### config.mk
export PLATFORM = sky130hd
export DESIGN_NAME = dht_frame_sender
export DESIGN_NICKNAME = d
export VERILOG_FILES = /design/src/rtl/dht_pkg.sv /design/src/rtl/dht_frame_sender.sv
export SDC_FILE = /design/constraint.sdc
export NUM_CORES = 1
export LEC_CHECK = 0
export BUFFER_PORTS_ARGS = -buffer_cell sky130_fd_sc_hd__clkbuf_2
export CAP_MARGIN = 25
export CORE_MARGIN = 3
export CORE_UTILIZATION = 49
export CTS_CLUSTER_SIZE = 40
export DETAILED_ROUTE_END_ITERATION = 8
export PLACE_DENSITY = 0.71
export SLEW_MARGIN = 20
export SYNTH_ARGS = -nofsm -noshare
export SYNTH_HDL_FRONTEND = slang
export SYNTH_SLANG_ARGS = --single-unit
### constraint.sdc
create_clock -name clk -period 4.42 [get_ports clk]
set_input_delay 0.663 -clock clk [delete_from_list [all_inputs] [get_ports clk]]
set_output_delay 0.663 -clock clk [all_outputs]
set_load 0.05 [all_outputs]
### src/rtl/dht_pkg.sv
// ============================================================================
// Package     : dht_pkg
// Description : Shared definitions for the DHT11 frame sender: FSM state
//               encoding, frame length and default framing bytes.
// Revision    : 1.0 - initial release
// ============================================================================
`default_nettype none

package dht_pkg;

    // Frame sender FSM states
    typedef enum logic [2:0] {
        ST_IDLE = 3'd0,
        ST_LOAD = 3'd1,
        ST_SEND = 3'd2,
        ST_WAIT = 3'd3,
        ST_NEXT = 3'd4,
        ST_DONE = 3'd5
    } dht_state_t;

    // Header + 5 reading bytes + footer
    localparam int         FRAME_LEN      = 7;
    localparam logic [7:0] DEFAULT_HEADER = 8'hAA;
    localparam logic [7:0] DEFAULT_FOOTER = 8'h55;

endpackage : dht_pkg

`default_nettype wire

### src/rtl/dht_frame_sender.sv
// ============================================================================
// Module      : dht_frame_sender
// Description : Frames a 40-bit DHT11 reading as HEADER, hum_int, hum_dec,
//               temp_int, temp_dec, checksum, FOOTER and hands it byte by
//               byte to the ComunicationModule (senddata/txdone handshake),
//               with a per-byte timeout and overrun detection.
//               Optional feature: define DHT_CHECKSUM_EN to reject readings
//               whose checksum does not match at capture time.
// Revision    : 1.0 - initial release
// ============================================================================
`default_nettype none

module dht_frame_sender
    import dht_pkg::*;
#(
    parameter logic [7:0] HEADER     = DEFAULT_HEADER,
    parameter logic [7:0] FOOTER     = DEFAULT_FOOTER,
    parameter int         TX_TIMEOUT = 100000
) (
    input  logic        clk,
    input  logic        rst,
    input  logic [39:0] data_in,
    input  logic        data_valid,
    output logic [7:0]  txbyte,
    output logic        senddata,
    input  logic        txdone,
    output logic        busy,
    output logic        frame_done,
    output logic        err
);

    localparam int             c_CW       = (TX_TIMEOUT > 2) ? $clog2(TX_TIMEOUT) : 1;
    localparam logic [c_CW-1:0] c_CNT_LAST = c_CW'(TX_TIMEOUT - 1);
    localparam logic [2:0]     c_IDX_LAST = 3'(FRAME_LEN - 1);

    dht_state_t      r_state, w_state_nxt;
    logic [39:0]     r_data, w_data_nxt;
    logic [2:0]      r_idx, w_idx_nxt;
    logic [c_CW-1:0] r_cnt, w_cnt_nxt;
    logic [7:0]      r_txbyte, w_txbyte_nxt;
    logic            r_senddata, w_senddata_nxt;
    logic            r_busy, w_busy_nxt;
    logic            r_frame_done, w_frame_done_nxt;
    logic            r_err, w_err_nxt;
    logic            w_csum_ok;

`ifdef DHT_CHECKSUM_EN
    logic [7:0] w_sum;
    assign w_sum     = data_in[39:32] + data_in[31:24] + data_in[23:16] + data_in[15:8];
    assign w_csum_ok = (w_sum == data_in[7:0]);
`else
    assign w_csum_ok = 1'b1;
`endif

    // Next-state and next-output logic; every output is registered so
    // txbyte holds its value untouched between LOAD cycles
    always_comb begin
        w_state_nxt      = r_state;
        w_data_nxt       = r_data;
        w_idx_nxt        = r_idx;
        w_cnt_nxt        = r_cnt;
        w_txbyte_nxt     = r_txbyte;
        w_senddata_nxt   = 1'b0;
        w_busy_nxt       = r_busy;
        w_frame_done_nxt = 1'b0;
        w_err_nxt        = 1'b0;

        // A new reading while a frame is in flight (including DONE) is dropped
        if (data_valid && (r_state != ST_IDLE)) begin
            w_err_nxt = 1'b1;
        end

        case (r_state)
            ST_IDLE: begin
                if (data_valid) begin
                    if (w_csum_ok) begin
                        w_data_nxt  = data_in;
                        w_idx_nxt   = 3'd0;
                        w_busy_nxt  = 1'b1;
                        w_state_nxt = ST_LOAD;
                    end else begin
                        w_err_nxt = 1'b1;
                    end
                end
            end
            ST_LOAD: begin
                case (r_idx)
                    3'd0:    w_txbyte_nxt = HEADER;
                    3'd1:    w_txbyte_nxt = r_data[39:32];
                    3'd2:    w_txbyte_nxt = r_data[31:24];
                    3'd3:    w_txbyte_nxt = r_data[23:16];
                    3'd4:    w_txbyte_nxt = r_data[15:8];
                    3'd5:    w_txbyte_nxt = r_data[7:0];
                    default: w_txbyte_nxt = FOOTER;
                endcase
                w_state_nxt = ST_SEND;
            end
            ST_SEND: begin
                w_senddata_nxt = 1'b1;
                w_cnt_nxt      = '0;
                w_state_nxt    = ST_WAIT;
            end
            ST_WAIT: begin
                if (txdone) begin
                    w_state_nxt = ST_NEXT;
                end else if (r_cnt == c_CNT_LAST) begin
                    w_err_nxt   = 1'b1;
                    w_busy_nxt  = 1'b0;
                    w_idx_nxt   = 3'd0;
                    w_state_nxt = ST_IDLE;
                end else begin
                    w_cnt_nxt = r_cnt + 1'b1;
                end
            end
            ST_NEXT: begin
                if (r_idx == c_IDX_LAST) begin
                    w_state_nxt = ST_DONE;
                end else begin
                    w_idx_nxt   = r_idx + 3'd1;
                    w_state_nxt = ST_LOAD;
                end
            end
            ST_DONE: begin
                w_frame_done_nxt = 1'b1;
                w_busy_nxt       = 1'b0;
                w_idx_nxt        = 3'd0;
                w_state_nxt      = ST_IDLE;
            end
            default: begin
                w_busy_nxt  = 1'b0;
                w_idx_nxt   = 3'd0;
                w_state_nxt = ST_IDLE;
            end
        endcase
    end

    // FSM state, byte index, timeout counter and captured reading
    always_ff @(posedge clk) begin
        if (rst) begin
            r_state <= ST_IDLE;
            r_data  <= '0;
            r_idx   <= 3'd0;
            r_cnt   <= '0;
        end else begin
            r_state <= w_state_nxt;
            r_data  <= w_data_nxt;
            r_idx   <= w_idx_nxt;
            r_cnt   <= w_cnt_nxt;
        end
    end

    // Registered handshake and status outputs
    always_ff @(posedge clk) begin
        if (rst) begin
            r_txbyte     <= 8'h00;
            r_senddata   <= 1'b0;
            r_busy       <= 1'b0;
            r_frame_done <= 1'b0;
            r_err        <= 1'b0;
        end else begin
            r_txbyte     <= w_txbyte_nxt;
            r_senddata   <= w_senddata_nxt;
            r_busy       <= w_busy_nxt;
            r_frame_done <= w_frame_done_nxt;
            r_err        <= w_err_nxt;
        end
    end

    assign txbyte     = r_txbyte;
    assign senddata   = r_senddata;
    assign busy       = r_busy;
    assign frame_done = r_frame_done;
    assign err        = r_err;

endmodule : dht_frame_sender

`default_nettype wire

==> results of run 1 <==
## power by group
group          internal (mW)  switching (mW)  total, mW  leakage, nW
combinational         0.0599           0.126      0.186        0.740
clock                  0.276           0.260      0.536        0.102
sequential             0.714          0.0260      0.740        0.612
## flip-flops by register name (all words and copies together), names as in the netlist
signal      flops
txbyte          8
r_cnt          17
busy            1
r_idx           3
senddata        1
r_data         40
r_state         3
frame_done      1
err             1
## per-layer routing
metal,vias to the layer above,share of wire [%],global-route usage (%)
li1,1551,-,-
met1,1435,45,29.3
met2,89,49,36.2
met3,12,5.2,4.99
met4,0,1.4,7.97
met5,-,0,0
## worst register-to-register path, stage by stage (launching register included)
cell,delay (ns)
dfxtp_1,0.39
or4b_4,0.58
or4_4,0.56
a21oi_2,0.45
o21ai_0,0.19
a21oi_1,0.14
## worst max path at each step
stage | cells past startpoint | from | slack (ns) | to
finish | 5 | r_cnt[6] | 2.03 | r_cnt[5]
global route | 5 | r_cnt[8] | 1.89 | r_cnt[5]
CTS | 5 | r_cnt[6] | 2.07 | r_cnt[9]
detailed placement | 5 | r_cnt[8] | 2.10 | r_cnt[5]
global placement | 6 | rst | 2.11 | r_cnt[15]
floorplan | 7 | r_cnt[6] | 2.29 | r_cnt[9]
## final cells by class
cell class | instances | area [sq um] | area share (%)
Timing Repair Buffer | 57 | 290 | 7.68
Inverter | 6 | 22.5 | 0.596
Clock buffer | 10 | 138 | 3.64
Tap cell | 77 | 96.3 | 2.55
Clock inverter | 6 | 65.1 | 1.72
Sequential cell | 75 | 1500 | 39.7
Multi-Input combinational cell | 305 | 1660 | 44.1
## cell families after synthesis
group           share of synthesized area (%)
simple gates                             23.9
compound gates                           22.4
flops                                    45.4
buf+inv                                  4.31
fa+ha+maj                                2.27
xor+xnor                                0.795
mux                                     0.908
## per-stage QoR
stage	util, %	hold slack, ns	worst slack, ns	area [sq um]	total power, mW
2_1_floorplan	-	0.436	2.29	3310	0.885
3_3_place_gp	55.3	0.443	2.11	3570	0.940
3_5_place_dp	55.3	0.448	2.10	3570	0.943
4_1_cts	58.5	0.459	2.07	3780	1.48
5_1_grt	58.5	0.478	1.89	3780	1.53
6_report	58.5	0.458	2.03	3780	1.46
## cells in the mapped netlist (2+ instances only)
library cell and count:
nor2b_1 2, or3b_2 2, or3_1 6, inv_1 6, a222oi_1 4, and2_1 2, buf_6 2, a21o_1 2
a31oi_1 3, and3_1 2, a31o_2 2, a221oi_1 8, o21a_1 2, nor2_1 21, nor3_1 7, nor3b_1 2
nand3b_1 2, nand3_1 5, a21oi_1 71, clkbuf_1 25, nand2_1 97, dfxtp_1 75, mux2i_1 3, nand4b_1 3
a22oi_1 9, xor2_1 2, nand4_1 6, a211oi_1 3, ha_1 6, o21ai_0 16
==> flow_summary_export.csv, run 1 <==
group,metric,value,unit
status,outcome,"completed",
synthesis,synthCells,414,
run,cap_viol_max_count,0,
clock_network,clkSinkCount,75,
placed_design,portBuffers,55,
clock_network,root_buffer,"clkbuf_8",
clock_network,numCtsBuffers,9,
critical_path,r2r_start,"r_cnt[6]",
drt,drt-initial-drc-count,245,
critical_path,critPathArrivalTime,2.67,ns
synthesis,synth_seq_cells,75,
global_route,grt_pass1_vias,2820,
timing,fin_crit,2.39,ns
synthesis,synth_top_flop_cell,"dfxtp_1",
floorplanning,dieWidth,88.1,um
drt,first_pass_iters,6,
worst_hold_path,worstHoldPathCells,2,
global_route,overflow,0,
floorplanning,fp.coreArea,6460,sq um
synthesis,syn_area,3310,sq um
placed_design,gp_congestion,0.862,
synthesis,yosys.area.top_type,"dfxtp_1",
global_route,grt_use_total,22.3,%
timing,finalHoldViolCount,0,
floorplanning,dieArea,7770,sq um
global_route,antenna_found_initial,0,
final_layout,fin_cells,536,
pwr,power_density,387,nW/um^2
final_layout,most-common-layout-cells,"97 x nand2_1, 75 x dfxtp_1, 71 x a21oi_1",
worst_hold_path,min_path_type,"reg2reg",
critical_path,path_max_fanout,13,
final_layout,drive_gt1_share,17.9,%
clock_network,clockBufferDepth,2,
synthesis,synth.avg_cell_area,7.98,sq um
synthesis,yosysTopAreaCellShare,45.4,%
clock_network,clk_latency,0.35,ns
final_layout,antenna_cells,0,
critical_path,crit_family,"simple AND/OR/NAND/NOR gates",
critical_path,cp.buffers_inverters,0,
synthesis,seq_area_frac_synth,45.4,%
clock_network,cts_hold_buf,0,
final_layout,nets,504,
floorplanning,dieHeight,88.1,um
timing,tns,0,ns
critical_path,crit_type,"reg2reg",
clock_network,cts_setup_buffers,0,
synthesis,async_flop_share,0,%
synthesis,yosys_warnings,0,
clock_network,path_clk_slew,0.08,ns
placed_design,dp.cells,520,
drt,wl,8150,um
worst_hold_path,min-delay-start,"r_data[3]",
drt,wire_per_inst,15.2,um
pwr,power.leakage,1.45,nW
critical_path,r2r_end,"r_cnt[5]",
synthesis,syn-num-nets,464,
final_layout,final_common_cell,"nand2_1",
clock_network,htreeDepth,3,
final_layout,fillers,618,
placed_design,dp_hpwl,5550,um
timing,slew_viol_final,0,
critical_path,slowest_delay,0.57,ns
synthesis,netlist_top_cells_area,"dfxtp_1 45%, nand2_1 11%, a21oi_1 11%",
clock_network,post_cts_resized,0,
floorplanning,row_count,29,
timing,skew,0.00931,ns
drt,ant_nets,0,
worst_hold_path,timing.hold.worst_endpoint,"r_data[3]",
drt,drc,0,
final_layout,synthToLayoutAreaGrowth,14.3,%
timing,grt_setup_unrepaired,"false",
critical_path,crit_chain,"or4b_4 > or4_4 > a21oi_2 > o21ai_0 > a21oi_1",
timing,final.period_utilization,54.1,%
drt,via_count,3087,
timing,max-slew-margin-rel,42.3,%
critical_path,reg2reg_setup_slack,2.03,ns
timing,setup_viol,0,
clock_network,cts_tree,"built",
timing,tightest_slew,0.860,ns
synthesis,synthDistinctLibCells,48,
critical_path,start_kind,"flip-flop",
critical_path,cpMaxStageDelayCell,"or4b_4",
global_route,grt_max_degree,59,
global_route,grt_pass1_wl,13500,um
synthesis,synth-edff-count,0,
timing,max_freq,419,MHz
critical_path,end_kind,"flip-flop",
pwr,vdd_ir_drop_max,0.248,mV
critical_path,required,4.70,ns
floorplanning,start_util,51.2,%
floorplanning,ios,56,
drt,viasPerCell,5.76,
critical_path,r2r_cells,5,
No activity file was read; power rests on OpenSTA's default activity.
==> inputs of run 2 (changes only) <==
- ABC_AREA: not set -> 1
- PLACE_DENSITY: 0.71 -> 0.7
- clock period: 4.42 -> 2.4 ns (I/O delays scaled with it)
==> run 2 against run 1 <==
Compared with the run above: non-clock buffer count rose by 2; clock power increased by 110%; via count grew 11%; synthesized area grew 9.5%; critical endpoint is now r_cnt[15]; die area grew 8.8%; power rose by 120%; register-to-register slack worse by 1.5 ns.
==> flow_summary_export.csv, run 2 <==
group,metric,value,unit
synthesis,synth.avg_cell_area,7.10,sq um
critical_path,path_depth,10,
critical_path,cp-startpoint,"r_cnt[0]",
clock_network,cts_tree,"built",
synthesis,yosysMostFrequentCell,"nand2_1",
global_route,grt_pass1_wl,14600,um
timing,tns,0,ns
placed_design,portBuffers,55,
drt,ant_nets,0,
final_layout,antenna_cells,0,
worst_hold_path,min_path_type,"in2reg",
floorplanning,start_util,51.8,%
global_route,overflow,0,
pwr,power_density,760,nW/um^2
clock_network,numCtsBuffers,9,
critical_path,start_kind,"flip-flop",
critical_path,r2r_start,"r_cnt[0]",
critical_path,cpMaxStageDelayCell,"dfxtp_1",
final_layout,most-common-layout-cells,"99 x nand2_1, 75 x dfxtp_1, 70 x a21oi_1",
synthesis,synthCells,510,
drt,drc,0,
drt,wire_per_inst,13.3,um
synthesis,synthDistinctLibCells,33,
synthesis,yosys_warnings,0,
clock_network,root_buffer,"clkbuf_8",
final_layout,nets,608,
clock_network,clkSinkCount,75,
timing,finalHoldViolCount,0,
timing,skew,0.00821,ns
synthesis,yosysTopAreaCellShare,41.5,%
timing,worst_slack,0.578,ns
timing,grt_setup_unrepaired,"false",
placed_design,gp_congestion,0.886,
synthesis,seq_area_frac_synth,41.5,%
critical_path,r2r_cells,10,
synthesis,synth-edff-count,0,
critical_path,worstSetupEndpoint,"r_cnt[15]",
timing,max-slew-margin-rel,41.2,%
clock_network,path_clk_slew,0.09,ns
final_layout,fillers,655,
floorplanning,dieArea,8450,sq um
critical_path,cp.buffers_inverters,1,
pwr,vdd_ir_drop_max,0.380,mV
clock_network,cts_setup_buffers,0,
critical_path,path_max_fanout,20,
drt,drt-initial-drc-count,239,
timing,max_freq,549,MHz
critical_path,crit_type,"reg2reg",
synthesis,netlist_top_cells_area,"dfxtp_1 41%, nand2_1 10%, a21oi_1 9.7%",
global_route,grt_use_total,21.4,%
final_layout,drive_gt1_share,17.1,%
pwr,power.leakage,1.71,nW
clock_network,clk_latency,0.36,ns
critical_path,slowest_delay,0.38,ns
final_layout,post-route-util,59.8,%
run,cap_viol_max_count,0,
critical_path,crit_family,"simple AND/OR/NAND/NOR gates",
critical_path,end_kind,"flip-flop",
clock_network,clockBufferDepth,2,
critical_path,path_common_cell,"nand2_4",
drt,wl,8740,um
synthesis,yosys-top-cells-count,"99 x nand2_1, 75 x dfxtp_1, 70 x a21oi_1, 60 x inv_1, 41 x o21ai_0",
drt,via_count,3416,
timing,setup_viol,0,
final_layout,multi_input_area,1760,sq um
critical_path,reg2reg_setup_slack,0.58,ns
timing,tightest_slew,0.880,ns
critical_path,crit_chain,"ha_1 > nand2_4 > nor2_4 > inv_2 > nor2_4 > nand3_2 > nand2_4 > nand2_4 > a21oi_1 > nor2_1",
final_layout,synthToLayoutAreaGrowth,15.4,%
synthesis,synth_top_flop_cell,"dfxtp_1",
clock_network,cts_hold_buf,0,
floorplanning,dieHeight,91.9,um
status,outcome,"completed",
timing,slew_viol_final,0,
synthesis,async_flop_share,0,%
final_layout,max_flop_register,"r_data",
floorplanning,ios,56,
placed_design,dp_slack,0.587,ns
floorplanning,dieWidth,91.9,um
critical_path,required,2.66,ns
global_route,grt_pass1_vias,3166,
synthesis,yosys.area.top_type,"dfxtp_1",
clock_network,htreeDepth,3,
floorplanning,fp.coreArea,6980,sq um
drt,first_pass_iters,5,
critical_path,r2r_end,"r_cnt[15]",
critical_path,critPathArrivalTime,2.08,ns
floorplanning,row_count,30,
final_layout,seqCellArea,1500,sq um
synthesis,syn_area,3620,sq um
drt,viasPerCell,5.18,
placed_design,dp_hpwl,6210,um
final_layout,final_common_cell,"nand2_1",
clock_network,post_cts_resized,0,
global_route,antenna_found_initial,0,
timing,final.period_utilization,75.9,%
synthesis,synth_seq_cells,75,
final_layout,largest_reg_flops,40,
global_route,grt_max_degree,67,
synthesis,syn-num-nets,560,
timing,fin_crit,1.82,ns
-- run 2: changes by cell type in the layout (fill, tap and decap cells not counted), sizes merged, moves of 4 or more --
cell	previous run	this run
nor2	21	43
a22oi	9	0
inv	6	67
nand3	5	43
a222oi	4	0
o21ai	17	41
a221oi	8	0
nand2	97	105
o22ai	0	11
or3	6	0
-- run 2: cell type report --
class / instances / share of cell area, %
Multi-Input combinational cell: 348 / 42.1
Timing Repair Buffer: 59 / 7.61
Clock inverter: 6 / 2.31
Tap cell: 96 / 2.88
Sequential cell: 75 / 36.0
Clock buffer: 10 / 3.30
Inverter: 65 / 5.84
-- run 2: worst register-to-register path, cell delays in order, from the launching register on --
cell and delay, ns:
dfxtp_1 0.38, ha_1 0.23, nand2_4 0.08, nor2_4 0.12, inv_2 0.06, nor2_4 0.11
nand3_2 0.11, nand2_4 0.21, nand2_4 0.19, a21oi_1 0.18, nor2_1 0.05
-- run 2: metal layers --
metal  vias to the layer above  track usage (%)  wire, um
li1                       1779                -         -
met1                      1536             28.1      4060
met2                        88             34.9      4140
met3                        13             3.28       368
met4                         0             9.03       162
met5                         -                0         0
-- run 2: how the worst min path moves through the flow --
stage / start / to / slack, ns / depth (start not counted)
after floorplan: r_data[29] / r_data[29] / 0.43 / 2
after global placement: busy / busy / 0.44 / 2
after detailed placement: busy / busy / 0.44 / 2
after CTS: data_in[35] / r_data[35] / 0.24 / 3
after global routing: data_in[37] / r_data[37] / 0.26 / 3
final: data_in[35] / r_data[35] / 0.25 / 3
-- run 2: power breakdown --
group          internal (mW)  switching [mW]
clock                  0.627           0.516
sequential              1.36          0.0545
combinational          0.190           0.428
-- run 2: cells by family after synthesis --
group	after synthesis	share of synthesized area, %
and+or+nand+nor	207	26.4
adders and majority gates	6	2.07
buffers and inverters	87	9.92
xor gates and xnor gates	4	0.968
AOI/OAI and AO/OA	131	19.1
DFF	75	41.5
-- run 2: through the flow --
step                      area, sq um  total power, mW  instances  hold WS [ns]
final                            4180             3.17        659         0.255
after global routing             4180             3.32        659         0.259
after CTS                        4180             3.19        659         0.244
after global placement           3940             2.05        643         0.436
after floorplan                  3620             1.90        510         0.429
after detailed placement         3940             2.06        643         0.438
==> inputs of run 3 (changes only) <==
- clock period: 2.4 -> 1.9 ns (I/O delays scaled with it)
==> run 3 against run 2 <==
Compared with the run above: critical path depth did not move; cell count rose by 0.61%; hold slack got worse by 0.062 ns; fmax rose by 5.4%; routed wire length rose by 1.3%; non-clock buffer count rose by 4; sequential share of layout area fell by 0.24 points; via count rose by 1.5%; setup slack got worse by 0.41 ns; count of clock-buffer cells in the layout did not move.
==> flow_summary_export.csv, run 3 (synthesized netlist as in run 2, its figures left out) <==
group,metric,value,unit
status,outcome,"completed",
global_route,antenna_found_initial,0,
critical_path,r2r_cells,10,
clock_network,root_buffer,"clkbuf_8",
clock_network,clockBufferDepth,2,
run,cap_viol_max_count,0,
placed_design,portBuffers,55,
drt,via_count,3466,
worst_hold_path,timing.hold.worst_endpoint,"r_data[35]",
final_layout,fillers,681,
timing,finalHoldViolCount,0,
timing,slew_viol_final,0,
global_route,grt_pass1_vias,3275,
timing,max_freq,578,MHz
final_layout,nets,612,
worst_hold_path,worstHoldPathCells,3,
pwr,power.leakage,1.72,nW
final_layout,most-common-layout-cells,"98 x nand2_1, 75 x dfxtp_1, 70 x a21oi_1",
final_layout,antenna_cells,0,
floorplanning,start_util,51.8,%
drt,viasPerCell,5.23,
timing,fin_crit,1.73,ns
placed_design,gp_congestion,0.877,
critical_path,cp-startpoint,"r_cnt[0]",
clock_network,clk_latency,0.33,ns
timing,max-slew-margin-rel,74.4,%
drt,ant_nets,0,
final_layout,final_common_cell,"nand2_1",
critical_path,crit_type,"reg2reg",
clock_network,clkSinkCount,75,
clock_network,htreeDepth,3,
critical_path,cpMaxStageDelayCell,"dfxtp_1",
final_layout,largest_reg_flops,40,
global_route,overflow,0,
clock_network,path_clk_slew,0.08,ns
clock_network,numCtsBuffers,9,
drt,first_pass_iters,5,
critical_path,slowest_delay,0.39,ns
timing,worst_slack,0.171,ns
timing,hold-worst-slack,0.193,ns
critical_path,required,2.14,ns
worst_hold_path,min-delay-start,"data_in[35]",
critical_path,r2r_start,"r_cnt[0]",
drt,wl,8850,um
critical_path,r2r_end,"r_cnt[5]",
timing,skew,0.00628,ns
floorplanning,dieHeight,91.9,um
final_layout,seqCellArea,1500,sq um
clock_network,cts_setup_buffers,0,
final_layout,multi_input_area,1760,sq um
timing,tightest_slew,0.380,ns
timing,final.period_utilization,91.0,%
critical_path,crit_chain,"ha_2 > nand2_4 > nor2_4 > inv_2 > nor2_4 > nand3_2 > nand2_4 > nand2_4 > a21oi_1 > nor2_1",
worst_hold_path,min_path_type,"in2reg",
placed_design,dp_slack,0.159,ns
critical_path,critPathArrivalTime,1.97,ns
placed_design,dp_hpwl,6450,um
pwr,vdd_ir_drop_max,0.631,mV
floorplanning,fp.coreArea,6980,sq um
final_layout,drive_gt1_share,18.0,%
floorplanning,row_count,30,
global_route,grt_use_total,21.7,%
clock_network,cts_hold_buf,0,
drt,drc,0,
clock_network,cts_tree,"built",
floorplanning,dieWidth,91.9,um
global_route,grt_max_degree,67,
final_layout,max_flop_register,"r_data",
final_layout,synthToLayoutAreaGrowth,16.1,%
global_route,grt_pass1_wl,15000,um
timing,tns,0,ns
critical_path,reg2reg_setup_slack,0.17,ns
drt,wire_per_inst,13.3,um
timing,grt_setup_unrepaired,"false",
floorplanning,ios,56,
critical_path,end_kind,"flip-flop",
timing,setup_viol,0,
final_layout,post-route-util,60.2,%
pwr,power_density,939,nW/um^2
floorplanning,dieArea,8450,sq um
drt,drt-initial-drc-count,138,
critical_path,path_common_cell,"nand2_4",
critical_path,start_kind,"flip-flop",
critical_path,path_max_fanout,20,
## run 3: changes by cell type in the layout (fill, tap and decap cells not counted), sizes merged
cell | previous run | this run
buf | 4 | 8
clkinv | 1 | 2
clkinvlp | 1 | 2
inv | 67 | 65
## run 3: metrics by stage
stage          cell area (sq um)  cells  power (mW)
2_1_floorplan               3620    510        2.40
3_3_place_gp                3970    647        2.60
3_5_place_dp                3970    647        2.61
4_1_cts                     4200    663        3.98
5_1_grt                     4200    663        4.17
6_report                    4200    663        3.95
## run 3: worst max path at each step
stage | end | slack [ns] | cells after the start
3_5_place_dp | r_idx[1] | 0.16 | 10
2_1_floorplan | r_cnt[15] | 0.35 | 11
6_report | r_cnt[5] | 0.17 | 10
3_3_place_gp | r_idx[1] | 0.24 | 10
4_1_cts | r_idx[1] | 0.15 | 10
5_1_grt | r_cnt[1] | 0.005 | 10
## run 3: critical path: cells and delay by family, from the launching register on
| family | cells | cell delay [ns] |
|---|---|---|
| AO/OA/AOI/OAI | 1 | 0.17 |
| adder cells (fa/ha/maj) | 1 | 0.23 |
| buffers and inverters | 1 | 0.05 |
| flip-flops | 1 | 0.39 |
| AND/OR/NAND/NOR | 7 | 0.78 |
## run 3: routing by layer
layer  track usage, %  share of wire, %  up-vias
met1             27.8                45     1567
met5                0                 0        -
met2             36.7                49       99
met3             3.61               5.2       11
met4             8.04               1.5        0
li1                 -                 -     1789
## run 3: cell type report
class,instances,share of cell area (%)
clock buffers,10,3.27
clock inverters,6,2.11
inverters,65,5.81
multi-input cells,348,41.9
flip-flops and latches,75,35.7
well taps,96,2.86
repair buffers,63,8.28
## run 3: timing repair
item / in CTS / in global routing
gates resized for setup: 0 / 2
hold endpoints to repair: 0 / 0
endpoints found under the setup margin: 0 / 2
## run 3: power by group
part	leakage [nW]	internal, mW	switching [mW]	total [mW]
clock	0.108	0.775	0.592	1.37
combinational	0.993	0.252	0.542	0.794
sequential	0.614	1.71	0.0728	1.79
